===== config.mk =====
export PLATFORM = sky130hd
export DESIGN_NAME = hack_run_ctrl
export DESIGN_NICKNAME = d
export VERILOG_FILES = /design/src/rtl/hack_run_ctrl.sv
export SDC_FILE = /design/constraint.sdc
export NUM_CORES = 1
export LEC_CHECK = 0
export CELL_PAD_IN_SITES_DETAIL_PLACEMENT = 0
export CELL_PAD_IN_SITES_GLOBAL_PLACEMENT = 1
export CORE_MARGIN = 10
export CORE_UTILIZATION = 48
export CTS_BUF_LIST = sky130_fd_sc_hd__clkbuf_2 sky130_fd_sc_hd__clkbuf_4 sky130_fd_sc_hd__clkbuf_8
export CTS_CLUSTER_DIAMETER = 40
export DETAILED_ROUTE_END_ITERATION = 7
export DONT_BUFFER_PORTS = 1
export GPL_ROUTABILITY_DRIVEN = 0
export GPL_TIMING_DRIVEN = 0
export PLACE_DENSITY_LB_ADDON = 0.3
export REMOVE_ABC_BUFFERS = 1
export SLEW_MARGIN = 20
export SYNTH_ARGS = -nofsm -noshare
export SYNTH_HDL_FRONTEND = slang
export SYNTH_SLANG_ARGS = --single-unit

===== constraint.sdc =====
create_clock -name clk -period 2.5 [get_ports clk]
set_input_delay 0.125 -clock clk [delete_from_list [all_inputs] [get_ports clk]]
set_output_delay 0.125 -clock clk [all_outputs]
set_load 0.01 [all_outputs]

===== src/rtl/hack_run_ctrl.sv =====
// Boot/run sequencer for the Hack CPU: streams a program into instruction ROM,
// releases CPU reset, and stops the run on halt address, cycle budget or request.
module hack_run_ctrl #(
  parameter int MAX_CYCLES = 0,
  parameter int CNT_W      = 32
) (
  input  logic             clk,
  input  logic             reset,
  input  logic             start,
  input  logic [14:0]      load_len,
  input  logic [14:0]      halt_addr,
  input  logic             stop,
  input  logic             s_valid,
  input  logic [15:0]      s_data,
  output logic             s_ready,
  output logic             rom_we,
  output logic [14:0]      rom_addr,
  output logic [15:0]      rom_wdata,
  output logic             cpu_reset,
  input  logic [14:0]      cpu_pc,
  output logic             busy,
  output logic             done,
  output logic             hit,
  output logic             timeout,
  output logic [CNT_W-1:0] cycles
);

  typedef enum logic [2:0] {IDLE, LOAD, SETTLE, RUN, HALT} state_t;

  localparam logic [CNT_W-1:0] LAST_CYCLE = CNT_W'((MAX_CYCLES > 0) ? MAX_CYCLES - 1 : 0);

  state_t            state, state_n;
  logic [14:0]       remaining, remaining_n;
  logic [14:0]       addr, addr_n;
  logic [14:0]       halt_q, halt_n;
  logic [CNT_W-1:0]  cycles_n;
  logic              hit_n, timeout_n;
  logic              rom_we_n;
  logic [14:0]       rom_addr_n;
  logic [15:0]       rom_wdata_n;
  logic              accept;
  logic              budget_end;

  assign accept     = s_valid && s_ready;
  assign budget_end = (MAX_CYCLES != 0) && (cycles == LAST_CYCLE);

  always_ff @(posedge clk) begin
    if (reset) begin
      state     <= IDLE;
      remaining <= '0;
      addr      <= '0;
      halt_q    <= '0;
      cycles    <= '0;
      hit       <= 1'b0;
      timeout   <= 1'b0;
      rom_we    <= 1'b0;
      rom_addr  <= '0;
      rom_wdata <= '0;
      s_ready   <= 1'b0;
      cpu_reset <= 1'b1;
      busy      <= 1'b0;
      done      <= 1'b0;
    end else begin
      state     <= state_n;
      remaining <= remaining_n;
      addr      <= addr_n;
      halt_q    <= halt_n;
      cycles    <= cycles_n;
      hit       <= hit_n;
      timeout   <= timeout_n;
      rom_we    <= rom_we_n;
      rom_addr  <= rom_addr_n;
      rom_wdata <= rom_wdata_n;
      // Status outputs are registered from the next state so they line up with it.
      s_ready   <= (state_n == LOAD);
      cpu_reset <= (state_n != RUN);
      busy      <= (state_n == LOAD) || (state_n == SETTLE) || (state_n == RUN);
      done      <= (state_n == HALT);
    end
  end

  always_comb begin
    state_n     = state;
    remaining_n = remaining;
    addr_n      = addr;
    halt_n      = halt_q;
    cycles_n    = cycles;
    hit_n       = hit;
    timeout_n   = timeout;
    rom_we_n    = 1'b0;
    rom_addr_n  = rom_addr;
    rom_wdata_n = rom_wdata;
    case (state)
      IDLE, HALT: begin
        if (start) begin
          hit_n       = 1'b0;
          timeout_n   = 1'b0;
          cycles_n    = '0;
          halt_n      = halt_addr;
          addr_n      = '0;
          remaining_n = load_len;
          state_n     = (load_len != 15'd0) ? LOAD : SETTLE;
        end
      end
      LOAD: begin
        if (accept) begin
          rom_we_n    = 1'b1;
          rom_addr_n  = addr;
          rom_wdata_n = s_data;
          addr_n      = addr + 15'd1;
          remaining_n = remaining - 15'd1;
          if (remaining == 15'd1) state_n = SETTLE;
        end
      end
      SETTLE: state_n = RUN;
      RUN: begin
        // The exit cycle itself is counted; stop outranks halt match outranks budget.
        cycles_n = cycles + 1'b1;
        if (stop) begin
          state_n   = HALT;
          hit_n     = 1'b0;
          timeout_n = 1'b0;
        end else if (cpu_pc == halt_q) begin
          state_n = HALT;
          hit_n   = 1'b1;
        end else if (budget_end) begin
          state_n   = HALT;
          timeout_n = 1'b1;
        end
      end
      default: state_n = IDLE;
    endcase
  end

endmodule


==> results_dict.tcl, run 1 <==
set metrics [dict create \
    critical-path-top-delay-family "compound AO/OA/AOI/OAI gates" \
    crit_path_max_fanout 30 \
    total_power_mw 4.22 \
    leakagePower_nw 2.14 \
    min_path_type "in2reg" \
    fillers 995 \
    worstPathArrival_ns 2.71 \
    p_sw_share_pct 24.5 \
    antenna_found_initial 1 \
    hold_violations 0 \
    die-area_mm2 0.0157 \
    internal-power_mw 3.19 \
    numPortBuffers 0 \
    cts.clk_slew.worst_paths_ns 0.07 \
    pwr-share-seq_pct 46.6 \
    ys.warnings.count 0 \
    avgSynthCellArea_um2 7.92 \
    firstDrtPassIters 5 \
    wirelength_um 14300 \
    postPlaceCellArea_mm2 0.00536 \
    synthCells 670 \
    worstSkewPairLatency_ns 0.44 \
    path_buf_inv 1 \
    grt-ovfl-total 0 \
    layout_common_cells "nand2_1 (131), dfxtp_1 (113), a21oi_1 (86)" \
    drc 0 \
    worst_path_largest_cell_delay_ns 0.70 \
    setup_viol 0 \
    critPathRequiredTime_ns 2.88 \
    post-route-period-util_pct 93.3 \
    cts_tree "built" \
    synth-async-reset-ratio_pct 0 \
    path_class "reg2reg" \
    synth-seq-cells 117 \
    r2r_start "s_ready" \
    synth_flop_cell "dfxtp_1" \
    synth-seq-area-share_pct 44.1 \
    syn_area_mm2 0.00531 \
    fin_crit_ns 2.33 \
    grt_setup_unrepaired "no" \
    startpoint "s_ready" \
    grt_pass1_vias 4564 \
    power_density_mw_per_mm2 671 \
    viasPerCell 5.70 \
    wire_per_inst_um 16.9 \
    cts_setup_buffers 0 \
    nets 764 \
    worst_setup_path_end_kind "register" \
    finalSetupTns_ns 0 \
    ant_nets 0 \
    slowest_stage "a21oi_4" \
    io-pin-count 136 \
    die_x_um 125 \
    hp-start "start" \
    track_usage_pct 17.6 \
    max-vdd-ir-drop_mv 0.519 \
    route.vias.total 4819 \
    synth_edf_count 0 \
    dp.final_hpwl_um 9260 \
    final_common_cell "nand2_1" \
    drt_iter0_drc 174 \
    start_kind "register" \
    clockBufferDepth 2 \
    htreeDepth 4 \
    grt_pass1_wl_um 23200 \
    final_layout_size_suffix_gt1_share_pct 9.07 \
    status "finished, final reports clean" \
    combPwrFrac_pct 10.1 \
    timing.fmax_mhz 429 \
    cts_buffers 17 \
    p_switching_mw 1.04 \
    final_cell_area_mm2 0.00629 \
    grt_start_max_net_pins 109 \
    ff_latch_area_mm2 0.00235 \
    drv_cap 0 \
    multi_input_area_mm2 0.00282 \
    clkSinkCount 117 \
    tightest_slew_ns 1.06 \
    rows 38 \
    relSlewSlack_pct 29.4 \
    clkPwrFrac_pct 43.2 \
    synth_cell_types 54 \
    die_h_um 125 \
    initial_utilization_pct 48.9 \
    finClkSkew_ns 0.00729 \
    drv_slew 0 \
    area_delta_synth_final_pct 18.6 \
    core-area_mm2 0.0108 \
    cts-root-buf "clkbuf_8" \
    diodes 0 \
    crit_chain "nand4b_1 > a21oi_4 > o211ai_1 > a21oi_1 > dlygate4sd3_1" \
]
## cells by family (layout without fill, tap and decap cells)
family | count (synthesis) | after routing | synth area share [%]
muxes | 5 | 5 | 1.06
other | 1 | 1 | 0.0707
adders and majority gates | 4 | 4 | 0.943
buffers and inverters | 52 | 88 | 3.99
AOI/OAI and AO/OA | 152 | 152 | 16.9
DFF | 117 | 117 | 44.1
and+or+nand+nor | 311 | 311 | 28.2
xor gates and xnor gates | 28 | 28 | 4.62
## through the flow
stage	hold WS, ns	utilization [%]	worst slack [ns]	cells
final	0.0233	58.1	0.169	846
after global routing	0.00851	58.1	0.00541	846
after CTS	0.00202	57.9	0.0257	846
after detailed placement	0.213	49.5	-0.131	769
after global placement	0.211	48.9	-2.59	766
after floorplan	0.194	-	-1.20	626
## cell usage after synthesis (6+ instances only)
master / instances / area (um^2)
dfxtp_1: 117 / 2340
xnor2_1: 19 / 166
xor2_1: 9 / 78.8
nor2_1: 51 / 191
and3_1: 8 / 50.1
nor4_1: 8 / 50.1
a21oi_1: 87 / 435
inv_1: 8 / 30.0
or2_2: 6 / 37.5
or3_1: 8 / 50.1
nand4_1: 25 / 156
buf_2: 8 / 40.0
a211oi_1: 9 / 67.6
o31ai_1: 10 / 75.1
clkbuf_1: 32 / 120
nor3_1: 10 / 50.1
o21ai_0: 18 / 90.1
nand3_1: 28 / 140
nand2_1: 132 / 495
## cell type report
type,instances,share of cell area (%)
Clock buffer,22,4.71
Clock inverter,9,1.99
Inverter,8,0.477
Multi-Input combinational cell,501,44.8
Sequential cell,117,37.3
Tap cell,140,2.78
Timing Repair Buffer,49,7.97
## path summary, 6_finish.rpt
check                  to  slack (ns)  depth (start not counted)
max          remaining[1]        0.17                          5
min              state[2]        0.02                          3
max reg2reg  remaining[1]        0.17                          5
min reg2reg  rom_addr[14]        0.47                          2
## worst min-delay path: stages
cell and delay, ns:
nor3_1 0.03, a21oi_1 0.18, a21oi_1 0.08
## power by group through the flow
stage	Combinational, mW	Sequential [mW]	Clock [mW]
CTS	0.426	1.97	1.86
floorplan	0.256	2.00	0
global route	0.479	1.98	1.95
detailed placement	0.333	2.01	0
finish	0.428	1.97	1.82
global placement	0.319	2.01	0
## metal layers
layer | vias to the layer above | wire, um | part of all wire [%] | global-route usage [%]
met1 | 2216 | 6140 | 43 | 21.3
met4 | 0 | 179 | 1.3 | 6.44
met5 | - | 0 | 0 | 0
li1 | 2418 | - | - | -
met2 | 171 | 6730 | 47 | 28.1
met3 | 14 | 1210 | 8.5 | 6.68
## sequential cells by signal, summed over array words and instances, names as in the netlist
register   cells
cycles        32
rom_wdata     16
addr          15
halt_q        15
remaining     15
rom_addr      15
state          3
busy           1
cpu_reset      1
done           1
hit            1
rom_we         1
s_ready        1
## repair_timing
action,CTS,global route
gates resized for setup,3,6
pin swaps,0,1
hold buffers,46,0
setup endpoints to repair,4,6
endpoints found under the hold margin,103,0
Note: power is estimated with default switching activity, not from simulation.
==> inputs of run 2 (changes only) <==
--- a/config.mk
+++ b/config.mk
@@ -5,10 +5,11 @@
 export SDC_FILE = /design/constraint.sdc
 export NUM_CORES = 1
 export LEC_CHECK = 0
+export ABC_AREA = 1
 export CELL_PAD_IN_SITES_DETAIL_PLACEMENT = 0
 export CELL_PAD_IN_SITES_GLOBAL_PLACEMENT = 1
 export CORE_MARGIN = 10
-export CORE_UTILIZATION = 48
+export CORE_UTILIZATION = 46
 export CTS_BUF_LIST = sky130_fd_sc_hd__clkbuf_2 sky130_fd_sc_hd__clkbuf_4 sky130_fd_sc_hd__clkbuf_8
 export CTS_CLUSTER_DIAMETER = 40
 export DETAILED_ROUTE_END_ITERATION = 7
==> run 2 against run 1 <==
Clock skew is 0.0086 ns higher; critical path depth is 5 higher; flip-flop and latch count did not move; via count up 23%; first-iteration DRC count grew to 2.7 times the previous value; utilization fell by 3.0 points; worst hold slack better by 0.072 ns; register-to-register slack improved by 0.095 ns; sequential power increased by 2%; fmax rose by 4.2%.
==> results_dict.tcl, run 2 <==
set metrics [dict create \
    status "finished, final reports clean" \
    yosysTopAreaCell "dfxtp_1" \
    core-area_mm2 0.0127 \
    synth-seq-area-share_pct 38.8 \
    synth_edf_count 0 \
    path_class "reg2reg" \
    drv_slew 0 \
    layout_common_cells "nand2_1 (194), nor2_1 (161), dfxtp_1 (117)" \
    largest_register_ffs 32 \
    relSlewSlack_pct 43.3 \
    critPathRequiredTime_ns 2.91 \
    synth_flop_cell "dfxtp_1" \
    grt_pass1_vias 5542 \
    die_x_um 135 \
    nets 1009 \
    final_layout_size_suffix_gt1_share_pct 7.25 \
    reg_top3 "cycles: 32 flops, rom_wdata: 16 flops" \
    synth_cell_types 45 \
    numPortBuffers 0 \
    start_kind "register" \
    path_buf_inv 1 \
    worstSkewPairLatency_ns 0.46 \
    instances_no_fill 1124 \
    worst_path_largest_cell_delay_ns 0.55 \
    track_usage_pct 18.7 \
    grt_pass1_wl_um 27800 \
    drt_iter0_drc 463 \
    post-route-period-util_pct 89.5 \
    cts.clk_slew.worst_paths_ns 0.09 \
    final_common_cell "nand2_1" \
    io-pin-count 136 \
    area_delta_synth_final_pct 16.1 \
    tightest_slew_ns 0.850 \
    hold_ws_ns 0.0957 \
    regMostFlops "cycles" \
    cts-root-buf "clkbuf_8" \
    die_h_um 135 \
    crit_chain "ha_1 > nand3_1 > nor2_1 > nand2_1 > nor2_1 > nand2_1 > nand2_1 > nand3_1 > a21oi_1 > dlygate4sd3_1" \
    layout_setup_ws_ns 0.264 \
    critical-path-top-delay-family "simple AND/OR/NAND/NOR gates" \
    viasPerCell 5.28 \
    finalSetupTns_ns 0 \
    grt_start_max_net_pins 79 \
    min_path_type "in2reg" \
    cts_tree "built" \
    synth-async-reset-ratio_pct 0 \
    dp.cells 1039 \
    crit_path_max_fanout 5 \
    synth_area_leaders "dfxtp_1 (39%), nand2_1 (12%), nor2_1 (10%)" \
    clockBufferDepth 2 \
    route.vias.total 5939 \
    syn_area_mm2 0.00603 \
    hold_violations 0 \
    post-place-ws_ns 0.196 \
    setup_viol 0 \
    synthCells 900 \
    max-vdd-ir-drop_mv 0.309 \
    yosys-top-cells-count "nand2_1 (194), nor2_1 (161), dfxtp_1 (117)" \
    ant_nets 0 \
    finClkSkew_ns 0.0159 \
    leakagePower_nw 2.81 \
    drc 0 \
    die-area_mm2 0.0181 \
    clkSinkCount 117 \
    total_power_mw 4.24 \
    grt_setup_unrepaired "no" \
    rows 41 \
    ys.warnings.count 0 \
    worstPathArrival_ns 2.64 \
    cts_setup_buffers 0 \
    dp.final_hpwl_um 11600 \
    cp_common_cell "nand2_1" \
    wirelength_um 17400 \
    cts_buffers 17 \
    yosysMostFrequentCell "nand2_1" \
    power_density_mw_per_mm2 605 \
    initial_utilization_pct 47.4 \
    worst_setup_path_end_kind "register" \
    antenna_found_initial 0 \
    yosys.area.top_type_share_pct 38.8 \
    timing.fmax_mhz 447 \
    fin_crit_ns 2.24 \
    htreeDepth 4 \
    drv_cap 0 \
    slowest_stage "dlygate4sd3_1" \
    avgSynthCellArea_um2 6.70 \
    diodes 0 \
    firstDrtPassIters 5 \
    grt-ovfl-total 0 \
    wire_per_inst_um 15.5 \
    synth-seq-cells 117 \
]
==> run 2: stage by stage <==
stage / utilization (%) / area (um^2)
2_1_floorplan: - / 5850
3_3_place_gp: 47.7 / 6070
3_5_place_dp: 47.7 / 6070
4_1_cts: 54.9 / 6990
5_1_grt: 55.0 / 7000
6_report: 55.0 / 7000
==> run 2: area by class of cell <==
type / count / area, um^2
flip-flops and latches: 117 / 2340
multi-input cells: 655 / 3150
well taps: 172 / 215
inverters: 96 / 370
fillers: 1332 / 5720
clock buffers: 18 / 248
clock inverters: 14 / 143
repair buffers: 52 / 531
==> run 2: worst paths after layout <==
check / slack [ns] / endpoint / cells after the start / startpoint
max: 0.26 / cycles[30] / 10 / cycles[0]
min reg2reg: 0.47 / halt_q[9] / 2 / halt_q[9]
max reg2reg: 0.26 / cycles[30] / 10 / cycles[0]
min: 0.1 / cpu_reset / 2 / reset
==> run 2: cell families after synthesis <==
group | after synthesis | share of synthesized area (%)
adder cells (fa/ha/maj) | 4 | 0.830
buffers and inverters | 129 | 9.09
AND/OR/NAND/NOR | 460 | 33.7
XOR/XNOR | 13 | 1.89
other | 1 | 0.0622
flip-flops | 117 | 38.8
AO/OA/AOI/OAI | 176 | 15.6
==> run 2: timing repair <==
action                                  in CTS  in global routing
hold buffers                                52                  0
endpoints found under the setup margin       0                  2
hold endpoints to repair                    83                  0
resized for setup                            0                  1
==> run 2: worst reg2reg max path, stage by stage (launching register included) <==
cell and delay, ns:
dfxtp_1 0.47, ha_1 0.27, nand3_1 0.12, nor2_1 0.11, nand2_1 0.14, nor2_1 0.22
nand2_1 0.07, nand2_1 0.05, nand3_1 0.06, a21oi_1 0.13, dlygate4sd3_1 0.55
==> run 2: power by group <==
| group | leakage [nW] | total (mW) | switching [mW] | internal, mW |
|---|---|---|---|---|
| clock | 0.190 | 1.72 | 0.883 | 0.839 |
| combinational | 1.67 | 0.511 | 0.315 | 0.197 |
| sequential | 0.952 | 2.01 | 0.0709 | 1.93 |
==> run 2: metal layers <==
| metal | up-vias | wire, um | global-route usage, % |
|---|---|---|---|
| li1 | 2997 | - | - |
| met1 | 2764 | 7360 | 21.5 |
| met2 | 161 | 8680 | 31.8 |
| met3 | 17 | 1200 | 6.34 |
| met4 | 0 | 152 | 6.29 |
| met5 | - | 0 | 0 |
